==> config.mk <==
export PLATFORM = sky130hd
export DESIGN_NAME = aixh_mxc_upper_ptile_ncell
export DESIGN_NICKNAME = d
export VERILOG_FILES = /design/src/rtl/aixh_mxc_upper_ptile_ncell_pkg.sv /design/src/rtl/aixh_mxc_upper_ptile_ncell_lane.sv /design/src/rtl/aixh_mxc_upper_ptile_ncell.sv
export SDC_FILE = /design/constraint.sdc
export NUM_CORES = 2
export LEC_CHECK = 0
export CAP_MARGIN = 10
export CORE_MARGIN = 10
export CORE_UTILIZATION = 60
export DETAILED_ROUTE_END_ITERATION = 10
export GPL_TIMING_DRIVEN = 0
export MAX_ROUTING_LAYER = met4
export PLACE_DENSITY = 0.8
export SKIP_LAST_GASP = 1
export SYNTH_ARGS = -nofsm -noshare
export SYNTH_HDL_FRONTEND = slang
export SYNTH_SLANG_ARGS = --single-unit
==> constraint.sdc <==
create_clock -name aixh_core_clk2x -period 5.5 [get_ports aixh_core_clk2x]
set_input_delay 1.1 -clock aixh_core_clk2x [delete_from_list [all_inputs] [get_ports aixh_core_clk2x]]
set_output_delay 1.1 -clock aixh_core_clk2x [all_outputs]
set_load 0.05 [all_outputs]
==> src/rtl/aixh_mxc_upper_ptile_ncell_pkg.sv <==
// Shared types for the upper processing-tile cell: command word layout,
// drain sequencer states and the command gating helper.
package aixh_mxc_upper_ptile_ncell_pkg;

    typedef struct packed {
        logic       mac_enable;
        logic       mac_afresh;
        logic       drain_pre;
        logic       drain_req;
        logic [6:0] active_cells;
    } upcell2_command_t;

    localparam int CMD_W      = $bits(upcell2_command_t);
    localparam int DRAIN_WAIT = 2;

    typedef enum logic [1:0] {
        ST_IDLE = 2'd0,
        ST_WAIT = 2'd1,
        ST_EMIT = 2'd2
    } drain_state_t;

    // A cell beyond the active span sees its enables stripped; the count always decrements.
    function automatic upcell2_command_t gate_cmd(input upcell2_command_t cmd);
        upcell2_command_t gated;
        gated              = cmd;
        gated.active_cells = cmd.active_cells - 7'd1;
        if (cmd.active_cells == 7'd0) begin
            gated.mac_enable = 1'b0;
            gated.drain_pre  = 1'b0;
            gated.drain_req  = 1'b0;
        end else begin
            gated.mac_enable = cmd.mac_enable;
        end
        return gated;
    endfunction

endpackage

==> src/rtl/aixh_mxc_upper_ptile_ncell_lane.sv <==
// One int8 MAC lane: product register, accumulator, bias/scale capture and
// the {scale, bias + acc} drain word.
module aixh_mxc_uptile_lane #(
    parameter int DIN_BITS   = 32,
    parameter int ACCUM_BITS = 32,
    parameter int SCALE_BITS = 16
) (
    input  logic                             clk,
    input  logic                             rst_n,
    input  logic                             mac_enable,
    input  logic                             mac_afresh,
    input  logic                             drain_pre,
    input  logic                             drain_req,
    input  logic [DIN_BITS-1:0]              slice,
    output logic [ACCUM_BITS+SCALE_BITS-1:0] drain_word
);

    logic signed [15:0]    a_s;
    logic signed [15:0]    w_s;
    logic signed [15:0]    prod_s;
    logic signed [15:0]    prod_r;
    logic                  en_r;
    logic                  fresh_r;
    logic [ACCUM_BITS-1:0] prod_ext_s;
    logic [ACCUM_BITS-1:0] acc_r;
    logic [ACCUM_BITS-1:0] bias_r;
    logic [SCALE_BITS-1:0] scale_r;

    assign a_s        = {{8{slice[7]}}, slice[7:0]};
    assign w_s        = {{8{slice[15]}}, slice[15:8]};
    assign prod_s     = a_s * w_s;
    assign prod_ext_s = ACCUM_BITS'(prod_r);

    // Product stage; afresh travels with enable so the accumulate stage sees a matched pair.
    always_ff @(posedge clk or negedge rst_n) begin
        if (!rst_n) begin
            prod_r  <= 16'sd0;
            en_r    <= 1'b0;
            fresh_r <= 1'b0;
        end else begin
            en_r    <= mac_enable;
            fresh_r <= mac_afresh;
            if (mac_enable) begin
                prod_r <= prod_s;
            end else begin
                prod_r <= prod_r;
            end
        end
    end

    // Accumulate stage, wrapping modulo 2^ACCUM_BITS.
    always_ff @(posedge clk or negedge rst_n) begin
        if (!rst_n) begin
            acc_r <= '0;
        end else if (en_r) begin
            acc_r <= fresh_r ? prod_ext_s : acc_r + prod_ext_s;
        end else begin
            acc_r <= acc_r;
        end
    end

    // Bias takes priority over scale when both flags arrive together.
    always_ff @(posedge clk or negedge rst_n) begin
        if (!rst_n) begin
            bias_r  <= '0;
            scale_r <= '0;
        end else if (drain_pre) begin
            bias_r  <= slice[ACCUM_BITS-1:0];
        end else if (drain_req) begin
            scale_r <= slice[SCALE_BITS-1:0];
        end else begin
            bias_r  <= bias_r;
        end
    end

    assign drain_word = {scale_r, bias_r + acc_r};

endmodule

==> src/rtl/aixh_mxc_upper_ptile_ncell.sv <==
// Upper processing-tile cell: NUM_LANES MAC lanes, command forwarding, drain
// serialiser and an upstream skid FIFO merged onto the horizontal drain chain.
module aixh_mxc_upper_ptile_ncell
    import aixh_mxc_upper_ptile_ncell_pkg::*;
#(
    parameter int NUM_LANES  = 4,
    parameter int DIN_BITS   = 32,
    parameter int ACCUM_BITS = 32,
    parameter int SCALE_BITS = 16,
    parameter int SKEW_DEPTH = 0,
    parameter int FIFO_DEPTH = 4
) (
    input  logic                             aixh_core_clk2x,
    input  logic                             aixh_core_rstn,
    input  logic [CMD_W-1:0]                 i_upc_cmd,
    output logic [CMD_W-1:0]                 o_upc_cmd,
    input  logic [NUM_LANES*DIN_BITS-1:0]    i_uqc_dat,
    input  logic                             i_upc_vld,
    input  logic [ACCUM_BITS+SCALE_BITS-1:0] i_upc_dat,
    output logic                             o_upc_vld,
    output logic [ACCUM_BITS+SCALE_BITS-1:0] o_upc_dat,
    output logic [1:0]                       o_err
);

    localparam int DW     = ACCUM_BITS + SCALE_BITS;
    localparam int LANE_W = (NUM_LANES > 1) ? $clog2(NUM_LANES) : 1;
    localparam int PTR_W  = (FIFO_DEPTH > 1) ? $clog2(FIFO_DEPTH) : 1;
    localparam int CNT_W  = $clog2(FIFO_DEPTH + 1);
    localparam logic [LANE_W-1:0] LAST_LANE = LANE_W'(NUM_LANES - 1);
    localparam logic [PTR_W-1:0]  LAST_PTR  = PTR_W'(FIFO_DEPTH - 1);
    localparam logic [CNT_W-1:0]  FULL_CNT  = CNT_W'(FIFO_DEPTH);
    // The trigger cycle counts toward the wait, so WAIT itself lasts DRAIN_WAIT-1 cycles.
    localparam logic [1:0]        WAIT_LOAD = 2'(DRAIN_WAIT - 2);

    upcell2_command_t              cmd_s;
    upcell2_command_t              cmd_r;
    logic [NUM_LANES*DIN_BITS-1:0] dat_s;
    logic [DW-1:0]                 lane_word_s [NUM_LANES];

    drain_state_t      state_r;
    drain_state_t      state_s;
    logic [1:0]        wait_cnt_r;
    logic [1:0]        wait_cnt_s;
    logic [LANE_W-1:0] lane_cnt_r;
    logic [LANE_W-1:0] lane_cnt_s;

    logic [DW-1:0]     mem_r [FIFO_DEPTH];
    logic [PTR_W-1:0]  rd_ptr_r;
    logic [PTR_W-1:0]  wr_ptr_r;
    logic [CNT_W-1:0]  count_r;
    logic              emit_s;
    logic              pop_s;
    logic              push_req_s;
    logic              push_s;
    logic              ovf_s;
    logic              collide_s;

    logic              out_vld_r;
    logic [DW-1:0]     out_dat_r;
    logic [1:0]        err_r;

    assign cmd_s = gate_cmd(upcell2_command_t'(i_upc_cmd));

    // Gated command register, forwarded to the next cell and used locally.
    always_ff @(posedge aixh_core_clk2x or negedge aixh_core_rstn) begin
        if (!aixh_core_rstn) begin
            cmd_r <= '0;
        end else begin
            cmd_r <= cmd_s;
        end
    end

    assign o_upc_cmd = cmd_r;

    if (SKEW_DEPTH == 0) begin : g_noskew
        assign dat_s = i_uqc_dat;
    end else begin : g_skew
        logic [NUM_LANES*DIN_BITS-1:0] pipe_r [SKEW_DEPTH];

        // Operand skew line.
        always_ff @(posedge aixh_core_clk2x or negedge aixh_core_rstn) begin
            if (!aixh_core_rstn) begin
                for (int i = 0; i < SKEW_DEPTH; i++) pipe_r[i] <= '0;
            end else begin
                pipe_r[0] <= i_uqc_dat;
                for (int i = 1; i < SKEW_DEPTH; i++) pipe_r[i] <= pipe_r[i-1];
            end
        end

        assign dat_s = pipe_r[SKEW_DEPTH-1];
    end

    for (genvar l = 0; l < NUM_LANES; l++) begin : g_lane
        aixh_mxc_uptile_lane #(
            .DIN_BITS   (DIN_BITS),
            .ACCUM_BITS (ACCUM_BITS),
            .SCALE_BITS (SCALE_BITS)
        ) u_lane (
            .clk        (aixh_core_clk2x),
            .rst_n      (aixh_core_rstn),
            .mac_enable (cmd_r.mac_enable),
            .mac_afresh (cmd_r.mac_afresh),
            .drain_pre  (cmd_r.drain_pre),
            .drain_req  (cmd_r.drain_req),
            .slice      (dat_s[l*DIN_BITS +: DIN_BITS]),
            .drain_word (lane_word_s[l])
        );
    end

    // Drain sequencer next-state logic.
    always_comb begin
        state_s    = state_r;
        wait_cnt_s = wait_cnt_r;
        lane_cnt_s = lane_cnt_r;
        case (state_r)
            ST_IDLE: begin
                if (cmd_r.drain_req) begin
                    state_s    = ST_WAIT;
                    wait_cnt_s = WAIT_LOAD;
                    lane_cnt_s = '0;
                end else begin
                    state_s = ST_IDLE;
                end
            end
            ST_WAIT: begin
                if (wait_cnt_r == 2'd0) begin
                    state_s    = ST_EMIT;
                    lane_cnt_s = '0;
                end else begin
                    wait_cnt_s = wait_cnt_r - 2'd1;
                end
            end
            ST_EMIT: begin
                if (lane_cnt_r == LAST_LANE) begin
                    state_s = ST_IDLE;
                end else begin
                    lane_cnt_s = lane_cnt_r + LANE_W'(1);
                end
            end
            default: begin
                state_s = ST_IDLE;
            end
        endcase
    end

    // Drain sequencer state.
    always_ff @(posedge aixh_core_clk2x or negedge aixh_core_rstn) begin
        if (!aixh_core_rstn) begin
            state_r    <= ST_IDLE;
            wait_cnt_r <= 2'd0;
            lane_cnt_r <= '0;
        end else begin
            state_r    <= state_s;
            wait_cnt_r <= wait_cnt_s;
            lane_cnt_r <= lane_cnt_s;
        end
    end

    assign emit_s     = (state_r == ST_EMIT);
    assign collide_s  = cmd_r.drain_req && (state_r != ST_IDLE);
    assign pop_s      = !emit_s && (count_r != '0);
    // Once anything is queued, later upstream words must queue behind it to keep order.
    assign push_req_s = i_upc_vld && (emit_s || (count_r != '0));
    assign push_s     = push_req_s && ((count_r != FULL_CNT) || pop_s);
    assign ovf_s      = push_req_s && (count_r == FULL_CNT) && !pop_s;

    // Upstream skid FIFO storage and pointers.
    always_ff @(posedge aixh_core_clk2x or negedge aixh_core_rstn) begin
        if (!aixh_core_rstn) begin
            for (int i = 0; i < FIFO_DEPTH; i++) mem_r[i] <= '0;
            rd_ptr_r <= '0;
            wr_ptr_r <= '0;
            count_r  <= '0;
        end else begin
            if (push_s) begin
                mem_r[wr_ptr_r] <= i_upc_dat;
                wr_ptr_r        <= (wr_ptr_r == LAST_PTR) ? '0 : wr_ptr_r + PTR_W'(1);
            end else begin
                wr_ptr_r <= wr_ptr_r;
            end
            if (pop_s) begin
                rd_ptr_r <= (rd_ptr_r == LAST_PTR) ? '0 : rd_ptr_r + PTR_W'(1);
            end else begin
                rd_ptr_r <= rd_ptr_r;
            end
            count_r <= count_r + CNT_W'(push_s) - CNT_W'(pop_s);
        end
    end

    // Output arbitration: local lane, then queued upstream, then upstream pass-through.
    always_ff @(posedge aixh_core_clk2x or negedge aixh_core_rstn) begin
        if (!aixh_core_rstn) begin
            out_vld_r <= 1'b0;
            out_dat_r <= '0;
        end else if (emit_s) begin
            out_vld_r <= 1'b1;
            out_dat_r <= lane_word_s[lane_cnt_r];
        end else if (pop_s) begin
            out_vld_r <= 1'b1;
            out_dat_r <= mem_r[rd_ptr_r];
        end else if (i_upc_vld) begin
            out_vld_r <= 1'b1;
            out_dat_r <= i_upc_dat;
        end else begin
            out_vld_r <= 1'b0;
            out_dat_r <= out_dat_r;
        end
    end

    // Sticky error flags.
    always_ff @(posedge aixh_core_clk2x or negedge aixh_core_rstn) begin
        if (!aixh_core_rstn) begin
            err_r <= 2'b00;
        end else begin
            err_r <= err_r | {ovf_s, collide_s};
        end
    end

    assign o_upc_vld = out_vld_r;
    assign o_upc_dat = out_dat_r;
    assign o_err     = err_r;

endmodule

## Word level (Yosys, flattened, before mapping)

Cells that the tools add are included.

| storage, ports and cells | value |
|---|---|
| RAM bits | 0 |
| memories | 0 |
| output and inout port bits | 62 |
| input port bits | 190 |
| bits in latches | 0 |
| bits in registers | 653 |
| memory bits (read-only) | 0 |

| operators by class | value |
|---|---|
| bitwise operators | 5 |
| eq/ne operators | 12 |
| add/subtract/negate cells | 15 |
| divide/modulo/power cells | 0 |
| shift operators | 0 |
| magnitude comparators | 4 |
| $mul | 4 |
| reduce and logical (&&, ||, !) cells | 23 |
| multiplexer cells | 33 |

Operators by type and width:

| operator | number |
|---|---|
| 48-bit 2-to-1 mux | 8 |
| 32-bit adder | 8 |
| 48-bit binary-select mux with 2-bit select | 2 |
| 192-bit bitwise mux | 1 |
| 32-bit 2-to-1 mux | 4 |
| 48-bit demux with 2-bit select | 1 |
| 8-bit by 8-bit multiplier with 16-bit output | 4 |
| 2-bit 2-to-1 mux | 9 |
| 2-bit one-hot mux with 3 select lines | 2 |
| 3-bit >= comparator, second input constant | 3 |
| 2-bit NOT with 3-bit output | 3 |
| 3-bit nonzero test | 3 |
| 2-bit equality test, second input constant | 4 |
| 2-bit inequality test, second input constant | 4 |
| 1-bit logical AND | 7 |
| 7-bit logical NOT | 1 |
| 7-bit by 1-bit subtractor with 7-bit output, second input constant | 1 |
| 2-bit by 1-bit adder with 2-bit output, second input constant | 3 |
| 1-bit 2-to-1 mux | 5 |
| 2-bit logical NOT | 2 |
| 2-bit one-hot mux with 2 select lines | 1 |
| 2-bit AND reduction | 2 |
| 4-bit AND reduction | 1 |
| 2-bit nonzero test | 2 |
| other kinds (13) | 15 |

## Depth between registers and ports, before layout

| depth | value |
|---|---|
| depth after elaboration | 7 |
| depth in mapped cells | 22 |

## Cells and area by module

From an unflattened synthesis, not the netlist that was laid out.

| second synthesis, totals | value |
|---|---|
| cells, all modules | 5178 |
| area total of the unflattened synthesis | 51400.5 sq um |

Modules (own cells, without submodules):

| module | cells each | times used | seq. area each (sq um) | area each (sq um) |
|---|---|---|---|---|
| aixh_mxc_upper_ptile_ncell | 1090 | 1 | 6681.4 | 13379.1 |
| aixh_mxc_uptile_lane at g_lane[0].u_lane | 1029 | 1 | 2452.4 | 9605.5 |
| aixh_mxc_uptile_lane at g_lane[2].u_lane | 1063 | 1 | 2452.4 | 9584.2 |
| aixh_mxc_uptile_lane at g_lane[3].u_lane | 1006 | 1 | 2452.4 | 9441.6 |
| aixh_mxc_uptile_lane at g_lane[1].u_lane | 990 | 1 | 2452.4 | 9390.3 |

## Worst setup path before layout

No wires, ideal clock.

| path | value |
|---|---|
| path type | input port to flip-flop |
| start point | input i_uqc_dat[106] |
| end point | register g_lane[3].u_lane.prod_r[14] |
| slack | 0.130 ns |
| stages | 21 |
| library setup time | 0.125 ns |
| data arrival time | 5.246 ns |
| buffers on the path | 1 |
| cells stage by stage | clkbuf_1 -> and2_1 -> fa_1 -> inv_1 -> fa_1 -> inv_1 -> fa_1 -> inv_1 -> fa_1 -> inv_1 -> ha_1 -> o21ai_0 -> a21boi_1 -> o21ai_0 -> a21boi_1 -> o21ai_0 -> nand2b_1 -> a21o_1 -> a21oi_1 -> xnor2_1 -> mux2_2 |

| between the ends | value |
|---|---|
| word-level cells in the longest chain between the ends | 1 |

RTL lines:

| what | line | text |
|---|---|---|
| start: declaration | aixh_mxc_upper_ptile_ncell.sv:17 | `input logic [NUM_LANES*DIN_BITS-1:0] i_uqc_dat,` |
| 8-bit by 8-bit multiplier with 16-bit output | aixh_mxc_upper_ptile_ncell_lane.sv:31 | `assign prod_s = a_s * w_s;` |
| end signal: assignment | aixh_mxc_upper_ptile_ncell_lane.sv:44 | `prod_r <= prod_s;` |
| end signal: assignment | aixh_mxc_upper_ptile_ncell_lane.sv:46 | `prod_r <= prod_r;` |
| end: declaration | aixh_mxc_upper_ptile_ncell_lane.sv:21 | `logic signed [15:0] prod_r;` |

Every way passes these cells.
A chain may end at the register's enable or synchronous reset.

## Final worst setup path

| path | value |
|---|---|
| start point | input i_uqc_dat[39] |
| end point | register g_lane[1].u_lane.prod_r[14] |

| between the ends | value |
|---|---|
| word-level cells in the longest chain between the ends | 1 |

RTL lines:

| what | line |
|---|---|
| 8-bit by 8-bit multiplier with 16-bit output | aixh_mxc_upper_ptile_ncell_lane.sv:31 |
| end signal: assignment | aixh_mxc_upper_ptile_ncell_lane.sv:44 |
| end signal: assignment | aixh_mxc_upper_ptile_ncell_lane.sv:46 |
| end: declaration | aixh_mxc_upper_ptile_ncell_lane.sv:21 |

Every way passes these cells.

==> results.json <==
{
  "post-dp-hpwl_mm": 117.9,
  "cp_slowest_cell": "fa_1",
  "clock_latency_ps": 640,
  "routedWlPerCell_um": 24.44,
  "setup.worst_path.start": "i_uqc_dat[39]",
  "clock_skew_ps": 24.32,
  "reg2reg_depth": 7,
  "ys.flop_type": "dfrtp_1",
  "die_area_um2": 94610,
  "start_util": 0.6053,
  "drc": 0,
  "ys_ff_latch": 653,
  "crit_path_start_kind": "input port",
  "power-per-cell-area_nw_per_um2": 659.7,
  "design_area_um2": 55960,
  "r2r_start": "lane_cnt_r[0]$_DFFE_PN0P_",
  "place_congestion": 0.9677,
  "path_cells": "clkbuf_1 -> and2_1 -> fa_1 -> inv_1 -> fa_1 -> inv_1 -> fa_1 -> inv_1 -> fa_1 -> inv_1 -> ha_1 -> o21ai_0 -> a21boi_1 -> o21ai_1 -> a21boi_1 -> o21ai_0 -> nand2b_1 -> a21o_1 -> a21oi_2 -> xnor2_2 -> mux2_2",
  "final-instance-count-excl-fill": 6271,
  "r2r_setup_slack_ps": 1030,
  "cp_max_fo": 10,
  "syn-cell-area_um2": 49620,
  "clk_path_buf_depth": 3,
  "htree_levels": 3,
  "ys_seq_area_frac": 0.3293,
  "max_stage_delay_ps": 530,
  "maxCapViolCount": 0,
  "postSynth.asyncResetShare": 1.000,
  "cts_root_buf": "clkbuf_16",
  "hold_start": "o_upc_cmd[9]$_DFF_PN0_",
  "dieHeight_um": 307.6,
  "final_antenna_net_count": 0,
  "gr-total-overflow": 0,
  "fin_crit_sh": 0.9720,
  "syn-instance-count": 4827,
  "ys.warnings.count": 0,
  "path_clk_slew_ps": 60,
  "fin_hold_ws_ps": 386.3,
  "min_to": "g_lane[3].u_lane.fresh_r$_DFF_PN0_",
  "place_area_um2": 53410,
  "finalMaxSlewViolations": 0,
  "yosysUniqueCellTypes": 87,
  "rows": 105,
  "grt_pass1_vias": 40630,
  "vias": 39490,
  "dp_cells": 6132,
  "vias_per_cell": 6.297,
  "slew_headroom": 0.09170,
  "cts_sinks": 653,
  "hold_class": "flip-flop to flip-flop",
  "drtIter0Drc": 3233,
  "area_delta_synth_final_pct": 12.77,
  "worstHoldPathCells": 0,
  "status": "finished, final reports clean",
  "cp.required_ps": 6000,
  "hold_buffers": 0,
  "period_minus_slack_ps": 5346,
  "fp.coreArea_um2": 81980,
  "synth_nets": 5621,
  "crit_type": "input port to flip-flop",
  "power.leakage_nw": 25.30,
  "synth_edf_count": 0,
  "utilization": 0.6826,
  "drive_above_1_share": 0.1438,
  "io_buffers": 230,
  "crit-reg2reg-capture": "o_upc_dat[8]$_DFFE_PN0P_",
  "cts_tree": "built",
  "peakVddDrop_v": 0.0003212,
  "grt_use_total": 0.3315,
  "end_kind": "flip-flop",
  "fmax_ghz": 0.1871,
  "boundaryPins": 252,
  "postSynthAreaPerCell_um2": 10.28,
  "cts_buffers": 73,
  "tightest_slew_ps": 1362,
  "hold_viol": 0,
  "setup_viol": 0,
  "antenna_found_initial": 12,
  "grt_max_degree": 122,
  "dr.pass1.iters": 6,
  "die_w_um": 307.6,
  "drt_wl_total_mm": 153.3,
  "cp.arrival_ps": 5850,
  "grt_pass1_wl_mm": 235.1,
  "setup_tns_ps": 0,
  "nNetsFinal": 5933
}
==> critical path: cells and delay by family <==
family                     cells  cell delay [ps]
adders and majority gates      5             2320
AOI/OAI and AO/OA              7             1150
buffers and inverters          5              480
and+or+nand+nor                2              400
muxes                          1              280
xor gates and xnor gates       1              120
==> worst max path at each step <==
stage,endpoint
2_1_floorplan,g_lane[3].u_lane.prod_r[14]$_DFFE_PN0P_
3_3_place_gp,g_lane[3].u_lane.acc_r[27]$_DFFE_PN0P_
3_5_place_dp,g_lane[2].u_lane.prod_r[15]$_DFFE_PN0P_
4_1_cts,g_lane[1].u_lane.prod_r[14]$_DFFE_PN0P_
5_1_grt,g_lane[1].u_lane.prod_r[14]$_DFFE_PN0P_
6_report,g_lane[1].u_lane.prod_r[14]$_DFFE_PN0P_
==> through the flow <==
stage | power [mW] | setup WS (ps)
after floorplan | 24.52 | 129.6
after global placement | 30.27 | -25780
after detailed placement | 30.85 | -1063
after CTS | 36.38 | 6.804
after global routing | 39.35 | -8.835
final | 36.92 | 154.0
==> area by class of cell <==
class                      instances  area (um^2)
sequential                       653        16340
timing repair buffer             238         2301
fill                            6213        26020
multi-input combinational       3568        31070
inverter                         408         1531
clock buffer                     104         2211
tap                             1070         1339
antenna                            6        15.01
buffer                           197        787.0
clock inverter                    27        366.6
==> layer usage <==
| layer | GRT usage | part of all wire | vias to the layer above |
|---|---|---|---|
| li1 | - | - | 17590 |
| met1 | 0.4083 | 0.39 | 19830 |
| met2 | 0.5319 | 0.47 | 1645 |
| met3 | 0.05113 | 0.082 | 425 |
| met4 | 0.1602 | 0.053 | 0 |
| met5 | - | 0 | - |
==> cell families after synthesis <==
| logic type | Yosys count | share of synthesized area |
|---|---|---|
| flops | 653 | 0.3293 |
| mux | 562 | 0.1440 |
| buf+inv | 606 | 0.04617 |
| xor+xnor | 283 | 0.04995 |
| fa+ha+maj | 604 | 0.1869 |
| simple gates | 1029 | 0.1024 |
| compound gates | 1090 | 0.1413 |
==> power by group <==
part / total, mW / switching (mW) / internal (mW)
clock network: 5.27 / 2.09 / 3.18
registers: 8.30 / 1.64 / 6.66
logic: 23.3 / 13.3 / 10.0
==> state kept, by name, summed over array words and instances (netlist names), 3 cells and up <==
signal / cells
g_lane.u_lane.prod_r: 64
g_lane.u_lane.acc_r: 128
g_lane.u_lane.bias_r: 128
o_upc_cmd: 11
o_upc_dat: 48
mem_r: 192
g_lane.u_lane.scale_r: 64
count_r: 3
==> layout by cell type, fill, tap and decap left out, drive strengths merged, types with 20 or more instances in the layout <==
| cell | count |
|---|---|
| dfrtp | 653 |
| a21o | 160 |
| mux4 | 78 |
| inv | 410 |
| mux2i | 48 |
| a31oi | 30 |
| o21a | 50 |
| a211oi | 33 |
| nand4 | 20 |
| mux2 | 436 |
| xor2 | 109 |
| and2 | 177 |
| nor2b | 65 |
| nand2 | 278 |
| xnor2 | 174 |
| a21oi | 325 |
| nand2b | 48 |
| and3 | 27 |
| o21bai | 31 |
| fa | 229 |
| nand3 | 42 |
| o21ai | 217 |
| nand3b | 21 |
| o211ai | 62 |
| nor2 | 262 |
| ha | 375 |
| nor3 | 45 |
| o22ai | 28 |
| clkdlybuf4s50 | 186 |
| buf | 45 |
| clkbuf | 300 |
==> timing repair <==
action                     CTS  global route
pin swaps                    0             5
setup buffers                0             2
setup endpoints to repair   16            11
resized for setup           68           110
==> synth_stat cells, drive strengths merged (50+ instances only) <==
library cell  count  area [um^2]
ha              375         4692
nor2b            65        409.1
o21ai           217         1094
and2            177         1107
a21o            160         1201
fa              229         4584
nand2           278         1044
mux2            436         4910
inv             408         1531
xor2            109        954.7
xnor2           174         1524
dfrtp           653        16340
o211ai           62        465.5
clkbuf          167        626.9
o21a             50        375.4
mux4             78         1757
nor2            262        988.5
a21oi           325         1653
(Power assumes the default switching activity.)
